### src/rtl/lii_out_gearbox_if.sv
// Kernel-side stream bundle and LII phy output channel for lii_out_gearbox.
// The master modport is the gearbox; the slave modport is its environment.
interface lii_out_gearbox_if #(
  parameter int NOUT = 2,
  parameter int SW   = 8,
  parameter int PW   = 64
);
  logic [NOUT*SW-1:0] k_tdata;
  logic [NOUT-1:0]    k_tvalid;
  logic [NOUT-1:0]    k_tready;
  logic               flush;
  logic [PW-1:0]      lii_out_tdata;
  logic               lii_out_tvalid;
  logic               lii_out_tready;
  logic [7:0]         lii_out_src;
  logic [7:0]         lii_out_dst;
  logic [7:0]         lii_out_nbeats;
  logic               ce;
  logic [7:0]         dbg_idx;
  logic [7:0]         dbg_count;

  modport master (
    input  k_tdata, k_tvalid, flush, lii_out_tready,
    output k_tready, lii_out_tdata, lii_out_tvalid, lii_out_src, lii_out_dst,
           lii_out_nbeats, ce, dbg_idx, dbg_count
  );

  modport slave (
    output k_tdata, k_tvalid, flush, lii_out_tready,
    input  k_tready, lii_out_tdata, lii_out_tvalid, lii_out_src, lii_out_dst,
           lii_out_nbeats, ce, dbg_idx, dbg_count
  );
endinterface

### src/rtl/lii_out_gearbox.sv
// Packs NOUT lockstep kernel streams into PW-bit LII flits, buffers them in a
// show-ahead FIFO and drives one LII phy output channel plus the kernel clock enable.
module lii_out_gearbox #(
  parameter int         NOUT   = 2,
  parameter int         SW     = 8,
  parameter int         PW     = 64,
  parameter int         DEPTH  = 4,
  parameter logic [7:0] SRC_ID = 8'h00,
  parameter logic [7:0] DST_ID = 8'h01
) (
  input  logic aclk,
  input  logic arstn,
  lii_out_gearbox_if.master bus
);
  localparam int BW    = NOUT * SW;
  localparam int BEATS = PW / BW;
  localparam int IW    = (BEATS > 1) ? $clog2(BEATS) : 1;
  localparam int AW    = $clog2(DEPTH);
  localparam int CW    = $clog2(DEPTH + 1);

  // Handshakes are valid/ready: a kernel beat transfers on a cycle where every
  // k_tvalid and k_tready are high; a flit transfers when lii_out_tvalid and
  // lii_out_tready are both high. tvalid never drops before its transfer.
  logic [PW-1:0] acc, flit;
  logic [IW-1:0] idx;
  logic [CW-1:0] count;
  logic [AW-1:0] wr_ptr, rd_ptr;
  logic [PW-1:0] mem_data [DEPTH];
  logic [7:0]    mem_nb   [DEPTH];
  logic          allv, space, last, can_accept, beat, push, pop;
  logic [7:0]    push_nb;

  assign allv       = &bus.k_tvalid;
  assign space      = (count < CW'(DEPTH));
  assign last       = (idx == IW'(BEATS - 1));
  assign can_accept = space | (~last & ~bus.flush);
  assign beat       = allv & can_accept;
  assign push       = (beat & (last | bus.flush)) |
                      (~beat & bus.flush & (idx != '0) & space);
  assign push_nb    = beat ? (8'(idx) + 8'd1) : 8'(idx);
  assign pop        = bus.lii_out_tvalid & bus.lii_out_tready;

  // acc is cleared on every push, so bits above the last written beat are already zero.
  always_comb begin
    flit = acc;
    for (int b = 0; b < BEATS; b++) begin
      if (beat && (idx == IW'(b))) flit[b*BW +: BW] = bus.k_tdata;
    end
  end

  always_ff @(posedge aclk or negedge arstn) begin
    if (!arstn) begin
      acc <= '0;
      idx <= '0;
    end else if (push) begin
      acc <= '0;
      idx <= '0;
    end else if (beat) begin
      acc <= flit;
      idx <= idx + 1'b1;
    end
  end

  always_ff @(posedge aclk or negedge arstn) begin
    if (!arstn) begin
      count  <= '0;
      wr_ptr <= '0;
      rd_ptr <= '0;
    end else begin
      if (push) wr_ptr <= wr_ptr + 1'b1;
      if (pop)  rd_ptr <= rd_ptr + 1'b1;
      case ({push, pop})
        2'b10:   count <= count + 1'b1;
        2'b01:   count <= count - 1'b1;
        default: count <= count;
      endcase
    end
  end

  always_ff @(posedge aclk) begin
    if (push) begin
      mem_data[wr_ptr] <= flit;
      mem_nb[wr_ptr]   <= push_nb;
    end
  end

  // Payload is gated with tvalid so an empty or freshly reset FIFO shows zeros.
  assign bus.lii_out_tvalid = (count != '0);
  assign bus.lii_out_tdata  = bus.lii_out_tvalid ? mem_data[rd_ptr] : '0;
  assign bus.lii_out_nbeats = bus.lii_out_tvalid ? mem_nb[rd_ptr] : 8'd0;
  assign bus.lii_out_src    = SRC_ID;
  assign bus.lii_out_dst    = DST_ID;
  assign bus.k_tready       = {NOUT{beat}};
  assign bus.ce             = beat;
  assign bus.dbg_idx        = 8'(idx);
  assign bus.dbg_count      = 8'(count);
endmodule

### src/flat_wrapper.sv
// flat-port wrapper written by rule: the top's interface ports become plain ports
module lii_out_gearbox_flat 
#(
  parameter int         NOUT   = 2,
  parameter int         SW     = 8,
  parameter int         PW     = 64,
  parameter int         DEPTH  = 4,
  parameter logic [7:0] SRC_ID = 8'h00,
  parameter logic [7:0] DST_ID = 8'h01
)
  (aclk, arstn, bus_k_tdata, bus_k_tvalid, bus_flush, bus_lii_out_tready, bus_k_tready, bus_lii_out_tdata, bus_lii_out_tvalid, bus_lii_out_src, bus_lii_out_dst, bus_lii_out_nbeats, bus_ce, bus_dbg_idx, bus_dbg_count);
  lii_out_gearbox_if #(.NOUT(NOUT), .SW(SW), .PW(PW)) bus_i ();
  input  logic aclk;
  input  logic arstn;
  input wire logic [$bits(bus_i.k_tdata)-1:0] bus_k_tdata;
  input wire logic [$bits(bus_i.k_tvalid)-1:0] bus_k_tvalid;
  input wire logic [$bits(bus_i.flush)-1:0] bus_flush;
  input wire logic [$bits(bus_i.lii_out_tready)-1:0] bus_lii_out_tready;
  output wire logic [$bits(bus_i.k_tready)-1:0] bus_k_tready;
  output wire logic [$bits(bus_i.lii_out_tdata)-1:0] bus_lii_out_tdata;
  output wire logic [$bits(bus_i.lii_out_tvalid)-1:0] bus_lii_out_tvalid;
  output wire logic [$bits(bus_i.lii_out_src)-1:0] bus_lii_out_src;
  output wire logic [$bits(bus_i.lii_out_dst)-1:0] bus_lii_out_dst;
  output wire logic [$bits(bus_i.lii_out_nbeats)-1:0] bus_lii_out_nbeats;
  output wire logic [$bits(bus_i.ce)-1:0] bus_ce;
  output wire logic [$bits(bus_i.dbg_idx)-1:0] bus_dbg_idx;
  output wire logic [$bits(bus_i.dbg_count)-1:0] bus_dbg_count;
  assign bus_i.k_tdata = bus_k_tdata;
  assign bus_i.k_tvalid = bus_k_tvalid;
  assign bus_i.flush = bus_flush;
  assign bus_i.lii_out_tready = bus_lii_out_tready;
  assign bus_k_tready = bus_i.k_tready;
  assign bus_lii_out_tdata = bus_i.lii_out_tdata;
  assign bus_lii_out_tvalid = bus_i.lii_out_tvalid;
  assign bus_lii_out_src = bus_i.lii_out_src;
  assign bus_lii_out_dst = bus_i.lii_out_dst;
  assign bus_lii_out_nbeats = bus_i.lii_out_nbeats;
  assign bus_ce = bus_i.ce;
  assign bus_dbg_idx = bus_i.dbg_idx;
  assign bus_dbg_count = bus_i.dbg_count;
  lii_out_gearbox #(.NOUT(NOUT), .SW(SW), .PW(PW), .DEPTH(DEPTH), .SRC_ID(SRC_ID), .DST_ID(DST_ID)) u_core (.aclk(aclk), .arstn(arstn), .bus(bus_i));
endmodule
### config.mk
export PLATFORM = sky130hd
export DESIGN_NAME = lii_out_gearbox_flat
export DESIGN_NICKNAME = d
export VERILOG_FILES = /design/src/rtl/lii_out_gearbox_if.sv /design/src/rtl/lii_out_gearbox.sv /design/src/flat_wrapper.sv
export SDC_FILE = /design/constraint.sdc
export NUM_CORES = 1
export LEC_CHECK = 0
export ABC_AREA = 0
export BUFFER_PORTS_ARGS = -buffer_cell sky130_fd_sc_hd__buf_4
export CAP_MARGIN = 10
export CORE_ASPECT_RATIO = 0.6
export CORE_MARGIN = 2
export CORE_UTILIZATION = 54
export DETAILED_ROUTE_END_ITERATION = 10
export PLACE_DENSITY = 0.75
export RECOVER_POWER = 25
export SLEW_MARGIN = 10
export SYNTH_ARGS = -nofsm -noshare
export SYNTH_HDL_FRONTEND = slang
export SYNTH_SLANG_ARGS = --single-unit
export TNS_END_PERCENT = 5
### constraint.sdc
create_clock -name aclk -period 3.5 [get_ports aclk]
set_input_delay 0.7 -clock aclk [delete_from_list [all_inputs] [get_ports aclk]]
set_output_delay 0.7 -clock aclk [all_outputs]
set_load 0.02 [all_outputs]
# Word level (Yosys, flattened, before mapping)
# Memory sizes are Yosys's and may differ from the RTL's.
# Index checks and enable logic that the tools add are counted.
# word_totals
register_bits	73
ram_bits	288
n_memories	2
# op_classes
n_mux	14
magnitude_cmp	1
reduce_logical	10
addsub	6
bitwise	13
eq_ne	5
# memory_table
name	depth	word_bits	rd	rd_clocked_by_memory_dff	wr	line	text
u_core.mem_data	4	64	1	0	1	lii_out_gearbox.sv:28	logic [PW-1:0] mem_data [DEPTH];
u_core.mem_nb	4	8	1	0	1	lii_out_gearbox.sv:29	logic [7:0] mem_nb [DEPTH];
# ops
operator	count
two-way mux 64 bit	3
two-way mux 16 bit	4
two-way mux 8 bit	2
AND 1 bit	7
adder 2 x 1 -> 2 bit (second input constant)	3
equality test 2 bit (second input constant)	3
one-hot mux 3 bit (2 select lines)	1
nonzero test 2 bit	3
equality test 2 x 1 -> 1 bit (second input constant)	2
logical AND 1 bit	4
two-way mux 2 bit	2
adder 2 x 1 -> 3 bit (second input constant)	1
adder 3 x 1 -> 3 bit (second input constant)	1
< comparator 3 bit (second input constant)	1
NOT 1 bit	3
OR 1 bit	3
nonzero test 3 bit	1
subtractor 3 x 1 -> 3 bit (second input constant)	1
zero test 2 bit	1
two-way mux 1 bit	2
AND reduction 2 bit	1

# Longest topological paths before layout
# Gate-level depths: netlist of run 1.
# logic_depth
depth_word	12
depth_mapped	12

# Worst setup path after synthesis of run 1
# Ideal clock, no wire load.
# synth_path
path_kind	register to register
from	register u_core.idx[0]
to	memory u_core.mem_data[0][0] (enable)
path_slack_ns	0.101
path_stages_with_launch	6
synth_period_minus_slack_ns	3.399
arrival_ns	2.966
setup_time_ns	0.432
cell_sequence	dfrtp_1 > inv_1 > ha_1 > a21boi_1 > o31ai_4 > and2_1
# synth_via
elab_chain_len	12
elab_cells_between_ends	15
cone_classes	eq/ne (1); mux (2); bitwise (11); reduce/logical (1)
# synth_lines
item	line	text
from (decl)	lii_out_gearbox.sv:25	logic [IW-1:0] idx;
from (signal assigned)	lii_out_gearbox.sv:60	idx <= idx + 1'b1;
equality test 2 bit	lii_out_gearbox.sv:35	assign last = (idx == IW'(BEATS - 1));
NOT 1 bit	lii_out_gearbox.sv:36	assign can_accept = space | (~last & ~bus.flush);
AND 1 bit	lii_out_gearbox.sv:36	
OR 1 bit	lii_out_gearbox.sv:36	
AND 1 bit	lii_out_gearbox.sv:37	assign beat = allv & can_accept;
NOT 1 bit	lii_out_gearbox.sv:39	(~beat & bus.flush & (idx != '0) & space);
AND 1 bit (3 in a row)	lii_out_gearbox.sv:39	
OR 1 bit *	lii_out_gearbox.sv:38	assign push = (beat & (last | bus.flush)) |
two-way mux 1 bit *	lii_out_gearbox.sv:81	if (push) begin
two-way mux 1 bit (implied by the code) *	lii_out_gearbox.sv:82	mem_data[wr_ptr] <= flit;
to (decl)	lii_out_gearbox.sv:28	
# Every way passes the cells marked *; elsewhere a longest branch is shown, timed or not.

# Worst setup path after layout of run 1
# layout_path
from	register u_core.rd_ptr[0]
to	output port bus_lii_out_tdata[17]
# layout_via
elab_chain_len	2
# layout_lines
item	line	text
from (decl)	lii_out_gearbox.sv:27	logic [AW-1:0] wr_ptr, rd_ptr;
from (signal assigned)	lii_out_gearbox.sv:71	if (pop) rd_ptr <= rd_ptr + 1'b1;
memory (4 x 64 bit)	n/a	
two-way mux 64 bit	lii_out_gearbox.sv:89	assign bus.lii_out_tdata = bus.lii_out_tvalid ? mem_data[rd_ptr] : '0;
to (decl)	flat_wrapper.sv:20	output wire logic [$bits(bus_i.lii_out_tdata)-1:0] bus_lii_out_tdata;
# No other way between the ends.

==> metrics.yaml, run 1 <==
logic_synthesis:
  synth_top_family_by_area: "multiplexers"
  synth_cell_types: 42
  muxShareOfSynthArea: 0.158
  ys.flop_type: "edfxtp_1"
  yosysSeqAreaShare: 0.665
  avgSynthCellArea_um2: 16.7
  yosys_warnings: 0
  synth_edf_count: 268
  synthAdderAreaFrac: 0.00893
  netlist_area_um2: 14900
  async_flop_share: 0.214
  synthSimpleGateAreaFrac: 0.0837
  synth_compound_area_frac: 0.0378
  ys_seq_elements: 341
  synth_xor_area_frac: 0.00354
  synthCells: 888
worst_setup_path:
  max_stage_delay_ps: 750
  cp-start-kind: "register"
  critPathArrivalTime_ps: 2520
  worst-path-buf-inv: 2
  crit_chain: "buf_4 -> mux4_2 -> and2_1 -> buf_4"
  path_delay_family: "flip-flops"
  cp.required_ps: 2800
  path_common_cell: "buf_4"
  critPathSlowestCell: "dfrtp_4"
  cp_max_fo: 23
  crit_path_end_kind: "output pin"
  worstSetupPathType: "register to output pin"
timing:
  worst_slew_pin_slew_ps: 1960
  max_freq_mhz: 311
  hold_violations: 0
  rsz0062_at_grt: "no"
  skew_ps: 9.49
  drv_slew: 74
  setup_violations: 0
  setup_ws_ps: 281
  maxSlewHeadroom: -0.304
  period_minus_slack_ps: 3220
  fin_crit_sh: 0.920
  tns_ps: 0
routing:
  drt_iter0_markers: 581
  via_per_inst: 5.63
  route.detailed.drc: 0
  wl_per_cell_um: 22.1
  wl_met2_mm: 13.4
  first_pass_iters: 5
  wl_mm: 30.1
  vias: 7661
  wl_met3_mm: 2.18
  wl_met1_mm: 14.1
  ant_nets: 0
  topRoutingLayerUsed: "met4"
clock_tree:
  cts_tree: "yes"
  post_cts_buffers: 0
  clock_sinks: 341
  path_clk_slew_ps: 60
  clock_latency_ps: 560
  cts_max_level: 1
  clk_path_buf_depth: 3
  cts_hold_buf: 0
  cts_resized: 0
  cts_root_buf: "clkbuf_16"
  numCtsBuffers: 29
finish:
  nNetsFinal: 1010
  syn2layout_area_growth_pct: 12.4
  diodes: 0
  instances_no_fill: 1361
  final_area_um2: 16700
  fillers: 1965
  drive_gt1_frac: 0.265
placement:
  placed_cells: 1307
  hpwl_mm: 18.7
  placed_area_um2: 15800
  preCtsSetupSlack_ps: 794
  gp_congestion: 0.814
  port_buffers: 97
pwr:
  leakage_uw: 0.00629
  p_sw_uw: 4440
  seq_power_share: 0.398
  clockPowerShare: 0.228
  irDropWorstVdd_mv: 0.476
  p_sw_frac: 0.324
  p_int_uw: 9280
  power_density_nw_per_um2: 822
  comb_power_share: 0.374
global_route:
  grt.total_usage: 0.214
  grt_max_degree: 74
  grt_pass1_vias: 7596
  grt_first_pass_wirelength_mm: 46.4
  antenna_found_initial: 2
  grt_overflow: 0
floorplan:
  die-area_um2: 28900
  num_rows: 46
  die_w_um: 218
  io_pins: 130
  die_h_um: 132
  initial_core_util: 0.556
  core-area_um2: 26700
job:
  drv_cap: 1
outcome:
  outcome: "complete, but fails checks"
  violations: "capacitance limit, slew limit"
min_path:
  hp-class: "input pin to register"
==> synthesized netlist by cell type (all sizes together), types with 9 or more instances <==
master  count  area, um^2
buf        63         504
o21ai      68         340
ha          9         113
mux4       67        1510
a22o       16         140
dfrtp      73        1830
mux2       64         833
nor2b      32         200
inv        10        37.5
nand2      36         135
clkbuf     25        93.8
edfxtp    268        8050
and2      122         763
==> worst reg2reg max path: stages, from the launching register on <==
cell      delay (ps)
dfrtp_1          430
inv_1            140
ha_1             270
a21boi_0         410
o31ai_4          160
inv_1            400
ha_1             280
inv_1             60
fa_1             380
xor2_1           160
nor2_1            70
xor2_1           140
==> stage by stage <==
stage / util / hold WS [ps] / power (uW)
finish: 0.625 / 445 / 13700
global route: 0.625 / 438 / 14400
CTS: 0.626 / 328 / 13900
detailed placement: 0.592 / 467 / 10800
global placement: 0.592 / 463 / 10700
floorplan: - / 404 / 9020
==> logic make-up (layout without fill, tap and decap cells) <==
| kind of cell | after synthesis | after routing |
|---|---|---|
| flip-flops | 341 | 341 |
| AND/OR/NAND/NOR | 207 | 207 |
| multiplexers | 131 | 131 |
| buffers and inverters | 98 | 181 |
| AO/OA/AOI/OAI | 93 | 93 |
| adder cells (fa/ha/maj) | 10 | 10 |
| XOR/XNOR | 6 | 6 |
| other | 2 | 32 |
==> placed cells by master, fill, tap and decap left out, types with 2 or more instances in the layout <==
master     netlist  routed
buf_12           3       8
edfxtp_1       268     268
xor2_1           3       3
clkbuf_1        25      19
and2_2           0       4
clkbuf_8         0       6
nand2_1         36      36
mux2_1          27      34
xnor2_1          3       3
mux4_2          67      67
inv_1            8       9
clkinv_2         0       4
a21oi_1          3       2
dfrtp_1         73      71
o21ai_1         31      17
nand3_1          3       3
ha_1             9       9
mux2_4          30      30
and2_1         122     110
buf_4           35     102
clkbuf_16        0      29
a22o_1          16      16
o21ai_0         37      51
nand4b_1         1       2
nor2_1           2       2
nor2b_1         32      32
nor3b_1          2       2
and2_0           0       8
and3_4           3       3
conb_1           2      32
==> routing by layer <==
metal  up-vias  GRT usage
li1       3430          -
met1      3952      0.333
met2       241      0.318
met3        38     0.0434
met4         0     0.0359
met5         -          0
==> sequential cells by signal (all words and copies together), names as in the netlist <==
name / flops
u_core.acc: 64
u_core.wr_ptr: 2
u_core.rd_ptr: 2
u_core.mem_data: 256
u_core.count: 3
u_core.idx: 2
u_core.mem_nb: 12
==> final cells by class <==
class	count	area, um^2	area share
sequential	341	9880	0.592
clock buffer	48	857	0.0513
tap	360	450	0.0270
timing repair buffer	117	953	0.0571
multi-input combinational	479	4460	0.267
inverter	10	37.5	0.00225
clock inverter	6	58.8	0.00352
==> final timing paths <==
kind	from	end	slack, ps	cells past startpoint
setup / recovery	u_core.rd_ptr[0]$_DFFE_PN0P_	bus_lii_out_tdata[17]	280	4
hold / removal	bus_lii_out_tready	u_core.rd_ptr[1]$_DFFE_PN0P_	450	3
setup reg to reg	u_core.idx[0]$_DFFE_PN0P_	u_core.count[2]$_DFFE_PN0P_	460	11
hold reg to reg	u_core.acc[49]$_DFFE_PN0P_	u_core.acc[49]$_DFFE_PN0P_	480	1
max in group asynchronous	arstn	u_core.rd_ptr[0]$_DFFE_PN0P_	1420	1
min in group asynchronous	arstn	u_core.acc[8]$_DFFE_PN0P_	680	1
==> power by group through the flow <==
| stage | Sequential (uW) | Combinational [uW] | Clock, uW |
|---|---|---|---|
| floorplan | 5440 | 3580 | 0 |
| global placement | 5520 | 5180 | 0 |
| detailed placement | 5550 | 5230 | 0 |
| CTS | 5470 | 5260 | 3180 |
| global route | 5530 | 5560 | 3340 |
| finish | 5460 | 5140 | 3120 |
No activity file was read; power rests on OpenSTA's default activity.
==> inputs of run 2 (changes only) <==
--- a/config.mk
+++ b/config.mk
@@ -10,9 +10,10 @@
 export CAP_MARGIN = 10
 export CORE_ASPECT_RATIO = 0.6
 export CORE_MARGIN = 2
-export CORE_UTILIZATION = 54
+export CORE_UTILIZATION = 56
+export CTS_BUF_LIST = sky130_fd_sc_hd__clkbuf_8
 export DETAILED_ROUTE_END_ITERATION = 10
-export PLACE_DENSITY = 0.75
+export PLACE_DENSITY = 0.78
 export RECOVER_POWER = 25
 export SLEW_MARGIN = 10
 export SYNTH_ARGS = -nofsm -noshare
==> run 2 against run 1 <==
  * The run still ends with capacitance limit, slew limit left
  * Critical path depth unchanged
  * Sequential cell count did not move
  * Clock-buffer cell count grew 6
  * Total power down 0.76%
  * Via count rose by 2.5%
  * Non-clock buffer count decreased by 1
  * Utilization up 1.1 points
  * Routed wire length is 2.3% higher
  * Critical endpoint is now bus_lii_out_tdata[45]
  * Highest routed layer unchanged
==> metrics.yaml, run 2 (synthesis results as in run 1) <==
floorplan:
  io_pins: 130  # unchanged
  die-area_um2: 27900  # was 28900 um^2
  die_w_um: 214  # was 218 um
  initial_core_util: 0.566  # was 0.556
  die_h_um: 130  # was 132 um
  core-area_um2: 26200  # was 26700 um^2
  num_rows: 46  # unchanged
clock_tree:
  clock_sinks: 341  # unchanged
  cts_hold_buf: 0  # unchanged
  cts_max_level: 2  # was 1
  cts_tree: "yes"  # unchanged
  clk_path_buf_depth: 3  # unchanged
  path_clk_slew_ps: 70  # was 60 ps
  clock_latency_ps: 600  # was 560 ps
  numCtsBuffers: 48  # was 29
  cts_root_buf: "clkbuf_8"  # was clkbuf_16
  post_cts_buffers: 0  # unchanged
  cts_resized: 0  # unchanged
timing:
  max_freq_mhz: 302  # was 311 MHz
  setup_violations: 0  # unchanged
  setup_ws_ps: 185  # was 281 ps
  maxSlewHeadroom: -0.278  # was -0.304
  period_minus_slack_ps: 3310  # was 3220 ps
  rsz0062_at_grt: "no"  # unchanged
  tns_ps: 0  # unchanged
  skew_ps: 15.5  # was 9.49 ps
  worst_slew_pin_slew_ps: 1920  # was 1960 ps
  drv_slew: 74  # unchanged
  hold_violations: 0  # unchanged
  fin_crit_sh: 0.947  # was 0.920
  timing.hold.ws_ps: 413  # was 445 ps
pwr:
  p_sw_frac: 0.336  # was 0.324
  irDropWorstVdd_mv: 0.545  # was 0.476 mV
  comb_power_share: 0.378  # was 0.374
  clockPowerShare: 0.218  # was 0.228
  p_sw_uw: 4580  # was 4440 uW
  leakage_uw: 0.00638  # was 0.00629 uW
  power_density_nw_per_um2: 816  # was 822 nW/um^2
  seq_power_share: 0.404  # was 0.398
  p_int_uw: 9040  # was 9280 uW
routing:
  wl_mm: 30.7  # was 30.1 mm
  vias: 7850  # was 7661
  wl_per_cell_um: 22.0  # was 22.1 um
  first_pass_iters: 5  # unchanged
  route.detailed.drc: 0  # unchanged
  ant_nets: 0  # unchanged
  drt_iter0_markers: 655  # was 581
  via_per_inst: 5.62  # was 5.63
global_route:
  grt.total_usage: 0.226  # was 0.214
  grt_overflow: 0  # unchanged
  antenna_found_initial: 1  # was 2
  grt_max_degree: 74  # unchanged
  grt_first_pass_wirelength_mm: 47.0  # was 46.4 mm
  grt_pass1_vias: 7741  # was 7596
placement:
  placed_cells: 1306  # was 1307
  port_buffers: 97  # unchanged
  hpwl_mm: 18.7  # about the same
  preCtsSetupSlack_ps: 750  # was 794 ps
  gp_congestion: 0.811  # was 0.814
finish:
  layout_commonest_cell: "edfxtp_1"  # unchanged
  multi_input_area_um2: 4460  # about the same
  top_register: "u_core.mem_data"  # unchanged
  syn2layout_area_growth_pct: 12.3  # was 12.4%
  final_util: 0.636  # was 0.625
  instances_no_fill: 1396  # was 1361
  diodes: 0  # unchanged
  nNetsFinal: 1028  # was 1010
  largest_register_ffs: 256  # unchanged
  layout.cells.most_common_list: "edfxtp_1 (268), and2_1 (110), buf_4 (102), dfrtp_1 (71), mux4_2 (67)"  # unchanged
  largestRegisters: "u_core.mem_data (256), u_core.acc (64), u_core.mem_nb (12)"  # unchanged
  drive_gt1_frac: 0.277  # was 0.265
  fillers: 1932  # was 1965
  ff_latch_area_um2: 9880  # unchanged
worst_setup_path:
  cp.required_ps: 2800  # about the same
  worstSetupPathType: "register to output pin"  # unchanged
  critPathArrivalTime_ps: 2610  # was 2520 ps
  cp-start-kind: "register"  # unchanged
  crit_path_end_kind: "output pin"  # unchanged
  cp_max_fo: 27  # was 23
outcome:
  outcome: "complete, but fails checks"  # unchanged
  violations: "capacitance limit, slew limit"  # unchanged
job:
  drv_cap: 1  # unchanged
min_path:
  hp-class: "input pin to register"  # unchanged
run 2: cell count changes in the layout (fill, tap and decap cells not counted), moves of 2 or more:
cell	delta
clkbuf_8	+48
clkinvlp_4	+2
inv_1	+16
clkinv_2	+3
clkbuf_1	-13
clkinv_1	+10
clkbuf_16	-29
run 2: routing by layer:
layer / part of all wire / track usage / vias up
met4: 0.013 / 0.0584 / 0
met1: 0.47 / 0.343 / 4034
li1: - / - / 3478
met2: 0.44 / 0.334 / 305
met3: 0.079 / 0.0522 / 33
met5: 0 / 0 / -
run 2: area by class of cell:
type	instances	share of cell area
Sequential cell	341	0.592
Multi-Input combinational cell	479	0.267
Timing Repair Buffer	116	0.0559
Clock buffer	54	0.0445
Tap cell	360	0.0270
Clock inverter	36	0.0106
Inverter	10	0.00225
run 2: final timing paths:
kind	to	slack, ps	cells past startpoint	start
worst max-delay path	bus_lii_out_tdata[45]	190	4	u_core.rd_ptr[0]$_DFFE_PN0P_
worst min-delay path	u_core.rd_ptr[1]$_DFFE_PN0P_	410	3	bus_lii_out_tready
worst max register to register	u_core.count[2]$_DFFE_PN0P_	480	11	u_core.idx[0]$_DFFE_PN0P_
worst min register to register	u_core.acc[52]$_DFFE_PN0P_	490	1	u_core.acc[52]$_DFFE_PN0P_
max in group asynchronous	u_core.rd_ptr[0]$_DFFE_PN0P_	1480	1	arstn
min in group asynchronous	u_core.acc[8]$_DFFE_PN0P_	630	1	arstn
run 2: metrics by stage:
step | cell area [um^2] | total power, uW
floorplan | 15000 | 9020
global route | 16700 | 14300
detailed placement | 15800 | 10800
global placement | 15800 | 10700
finish | 16700 | 13600
CTS | 16700 | 13800
run 2: power by group through the flow:
| stage | Clock, uW | Combinational, uW | Sequential, uW |
|---|---|---|---|
| 2_1_floorplan | 0 | 3580 | 5440 |
| 3_3_place_gp | 0 | 5150 | 5560 |
| 3_5_place_dp | 0 | 5220 | 5590 |
| 4_1_cts | 3030 | 5240 | 5510 |
| 5_1_grt | 3220 | 5530 | 5560 |
| 6_report | 2970 | 5140 | 5500 |
run 2: critical path, stage by stage, from the launching register on:
cell     delay (ps)
dfrtp_4         850
buf_12          280
mux4_2          530
and2_1          200
buf_4           160
==> inputs of run 3 (changes only) <==
--- a/config.mk
+++ b/config.mk
@@ -14,7 +14,7 @@
 export CTS_BUF_LIST = sky130_fd_sc_hd__clkbuf_8
 export DETAILED_ROUTE_END_ITERATION = 10
 export PLACE_DENSITY = 0.78
-export RECOVER_POWER = 25
+export RECOVER_POWER = 100
 export SLEW_MARGIN = 10
 export SYNTH_ARGS = -nofsm -noshare
 export SYNTH_HDL_FRONTEND = slang
==> run 3 against run 2 <==
  * The flow still finishes with violations (capacitance limit, slew limit)
  * Cell count unchanged
  * Non-clock buffer count did not move
  * Largest power group unchanged
  * Critical path type unchanged
  * Highest routed layer unchanged
  * Sequential power barely moved
==> metrics.yaml, run 3 (synthesis results as in run 1) <==
floorplan:
  num_rows: 46  # unchanged
  io_pins: 130  # unchanged
  die-area_um2: 27900  # unchanged
  die_h_um: 130  # unchanged
  initial_core_util: 0.566  # unchanged
  core-area_um2: 26200  # unchanged
  die_w_um: 214  # unchanged
finish:
  nNetsFinal: 1028  # unchanged
  syn2layout_area_growth_pct: 10.6  # was 12.3%
  drive_gt1_frac: 0.239  # was 0.277
  layout.cells.most_common_list: "edfxtp_1 (268), and2_1 (90), dfrtp_1 (71), buf_4 (69)"  # was edfxtp_1 (268), and2_1 (110), buf_4 (102), dfrtp_1 (71), mux4_2 (67)
  largestRegisters: "u_core.mem_data (256), u_core.acc (64), u_core.mem_nb (12)"  # unchanged
  final_util: 0.626  # was 0.636
  largest_register_ffs: 256  # unchanged
  diodes: 0  # unchanged
  final_area_um2: 16400  # was 16700 um^2
  layout_commonest_cell: "edfxtp_1"  # unchanged
  top_register: "u_core.mem_data"  # unchanged
  fillers: 1984  # was 1932
pwr:
  power_density_nw_per_um2: 812  # was 816 nW/um^2
  irDropWorstVdd_mv: 0.545  # about the same
  leakage_uw: 0.00630  # was 0.00638 uW
min_path:
  holdCritStartpoint: "bus_lii_out_tready"  # unchanged
  hp-class: "input pin to register"  # unchanged
  whs_path_depth: 3  # unchanged
clock_tree:
  cts_tree: "yes"  # unchanged
  clock_latency_ps: 600  # about the same
  cts_resized: 0  # unchanged
  clk_path_buf_depth: 3  # unchanged
  cts_root_buf: "clkbuf_8"  # unchanged
  cts_max_level: 2  # unchanged
  path_clk_slew_ps: 70  # about the same
  clock_sinks: 341  # unchanged
  post_cts_buffers: 0  # unchanged
  cts_hold_buf: 0  # unchanged
  numCtsBuffers: 48  # unchanged
timing:
  fin_crit_sh: 0.950  # was 0.947
  drv_slew: 74  # unchanged
  setup_violations: 0  # unchanged
  rsz0062_at_grt: "no"  # unchanged
  max_freq_mhz: 301  # was 302 MHz
  hold_violations: 0  # unchanged
  worst_slew_pin_slew_ps: 1950  # was 1920 ps
  tns_ps: 0  # unchanged
  period_minus_slack_ps: 3320  # was 3310 ps
  maxSlewHeadroom: -0.301  # was -0.278
  skew_ps: 19.7  # was 15.5 ps
global_route:
  grt.total_usage: 0.226  # unchanged
  grt_max_degree: 74  # unchanged
  antenna_found_initial: 1  # unchanged
  grt_pass1_vias: 7741  # unchanged
  grt_overflow: 0  # unchanged
  grt_first_pass_wirelength_mm: 47.0  # unchanged
placement:
  placed_area_um2: 15800  # unchanged
  gp_congestion: 0.811  # unchanged
  port_buffers: 97  # unchanged
  hpwl_mm: 18.7  # unchanged
routing:
  via_per_inst: 5.62  # unchanged
  vias: 7850  # unchanged
  first_pass_iters: 5  # unchanged
  drt_iter0_markers: 696  # was 655
  wl_mm: 30.8  # was 30.7 mm
  wl_per_cell_um: 22.1  # was 22.0 um
  route.detailed.drc: 0  # unchanged
  ant_nets: 0  # unchanged
worst_setup_path:
  critPathSlowestCell: "dfrtp_4"  # unchanged
  crit_start: "u_core.rd_ptr[0]$_DFFE_PN0P_"  # unchanged
  crit_path_end_kind: "output pin"  # unchanged
  cp-start-kind: "register"  # unchanged
  path_delay_family: "flip-flops"  # unchanged
  cp.required_ps: 2800  # about the same
  worstSetupPathType: "register to output pin"  # unchanged
  worst_r2r_path_depth: 6  # was 11
  max_stage_delay_ps: 860  # was 850 ps
  reg2reg_from: "u_core.idx[0]$_DFFE_PN0P_"  # unchanged
  cp.depth: 4  # unchanged
  critPathArrivalTime_ps: 2620  # was 2610 ps
  cp_max_fo: 27  # unchanged
  worst-path-buf-inv: 2  # unchanged
  crit_chain: "buf_12 -> mux4_2 -> and2_1 -> buf_4"  # unchanged
outcome:
  outcome: "complete, but fails checks"  # unchanged
  violations: "capacitance limit, slew limit"  # unchanged
job:
  drv_cap: 1  # unchanged
run 3: cell types whose count changed in the layout (fill, tap and decap cells not counted), sizes merged:
cell    delta
clkbuf    +36
buf       -36
run 3: metrics by stage:
stage	hold WS [ps]	worst slack [ps]	power, uW	instances
floorplan	404	101	9020	918
global placement	465	794	10700	1306
detailed placement	467	750	10800	1306
CTS	275	109	13800	1396
global route	407	24.3	14000	1396
finish	417	176	13300	1396
run 3: path summary, 6_finish.rpt:
path,slack [ps],endpoint
max,180,bus_lii_out_tdata[45]
min,420,u_core.rd_ptr[1]$_DFFE_PN0P_
max reg2reg,430,u_core.mem_data[1][25]$_DFFE_PP_
min reg2reg,490,u_core.acc[48]$_DFFE_PN0P_
max in group asynchronous,1440,u_core.rd_ptr[0]$_DFFE_PN0P_
min in group asynchronous,640,u_core.acc[8]$_DFFE_PN0P_
run 3: worst register-to-register path: cells and delay by family, from the launching register on:
family                     cells  cell delay [ps]
adders and majority gates      1              270
AOI/OAI and AO/OA              2              590
buffers and inverters          2             1100
and+or+nand+nor                1              230
DFF                            1              460
run 3: per-layer routing:
layer / global-route usage / wire length (um) / up-vias
met2: 0.334 / 13600 / 332
li1: - / - / 3481
met3: 0.0522 / 2510 / 37
met5: 0 / 0 / -
met1: 0.343 / 14300 / 4000
met4: 0.0584 / 435 / 0
run 3: area by class of cell:
| class | instances | area (um^2) | area share |
|---|---|---|---|
| flip-flops and latches | 341 | 9880 | 0.601 |
| clock inverters | 36 | 178 | 0.0108 |
| well taps | 360 | 450 | 0.0274 |
| clock buffers | 54 | 743 | 0.0452 |
| repair buffers | 116 | 807 | 0.0491 |
| multi-input cells | 479 | 4330 | 0.264 |
| inverters | 10 | 37.5 | 0.00229 |
run 3: report_power, final:
group	internal (uW)	switching, uW	leakage (uW)	total [uW]
registers	5180	326	0.00349	5500
clock network	1490	1470	0.000531	2970
logic	2120	2750	0.00228	4870
total	8790	4550	0.00630	13300
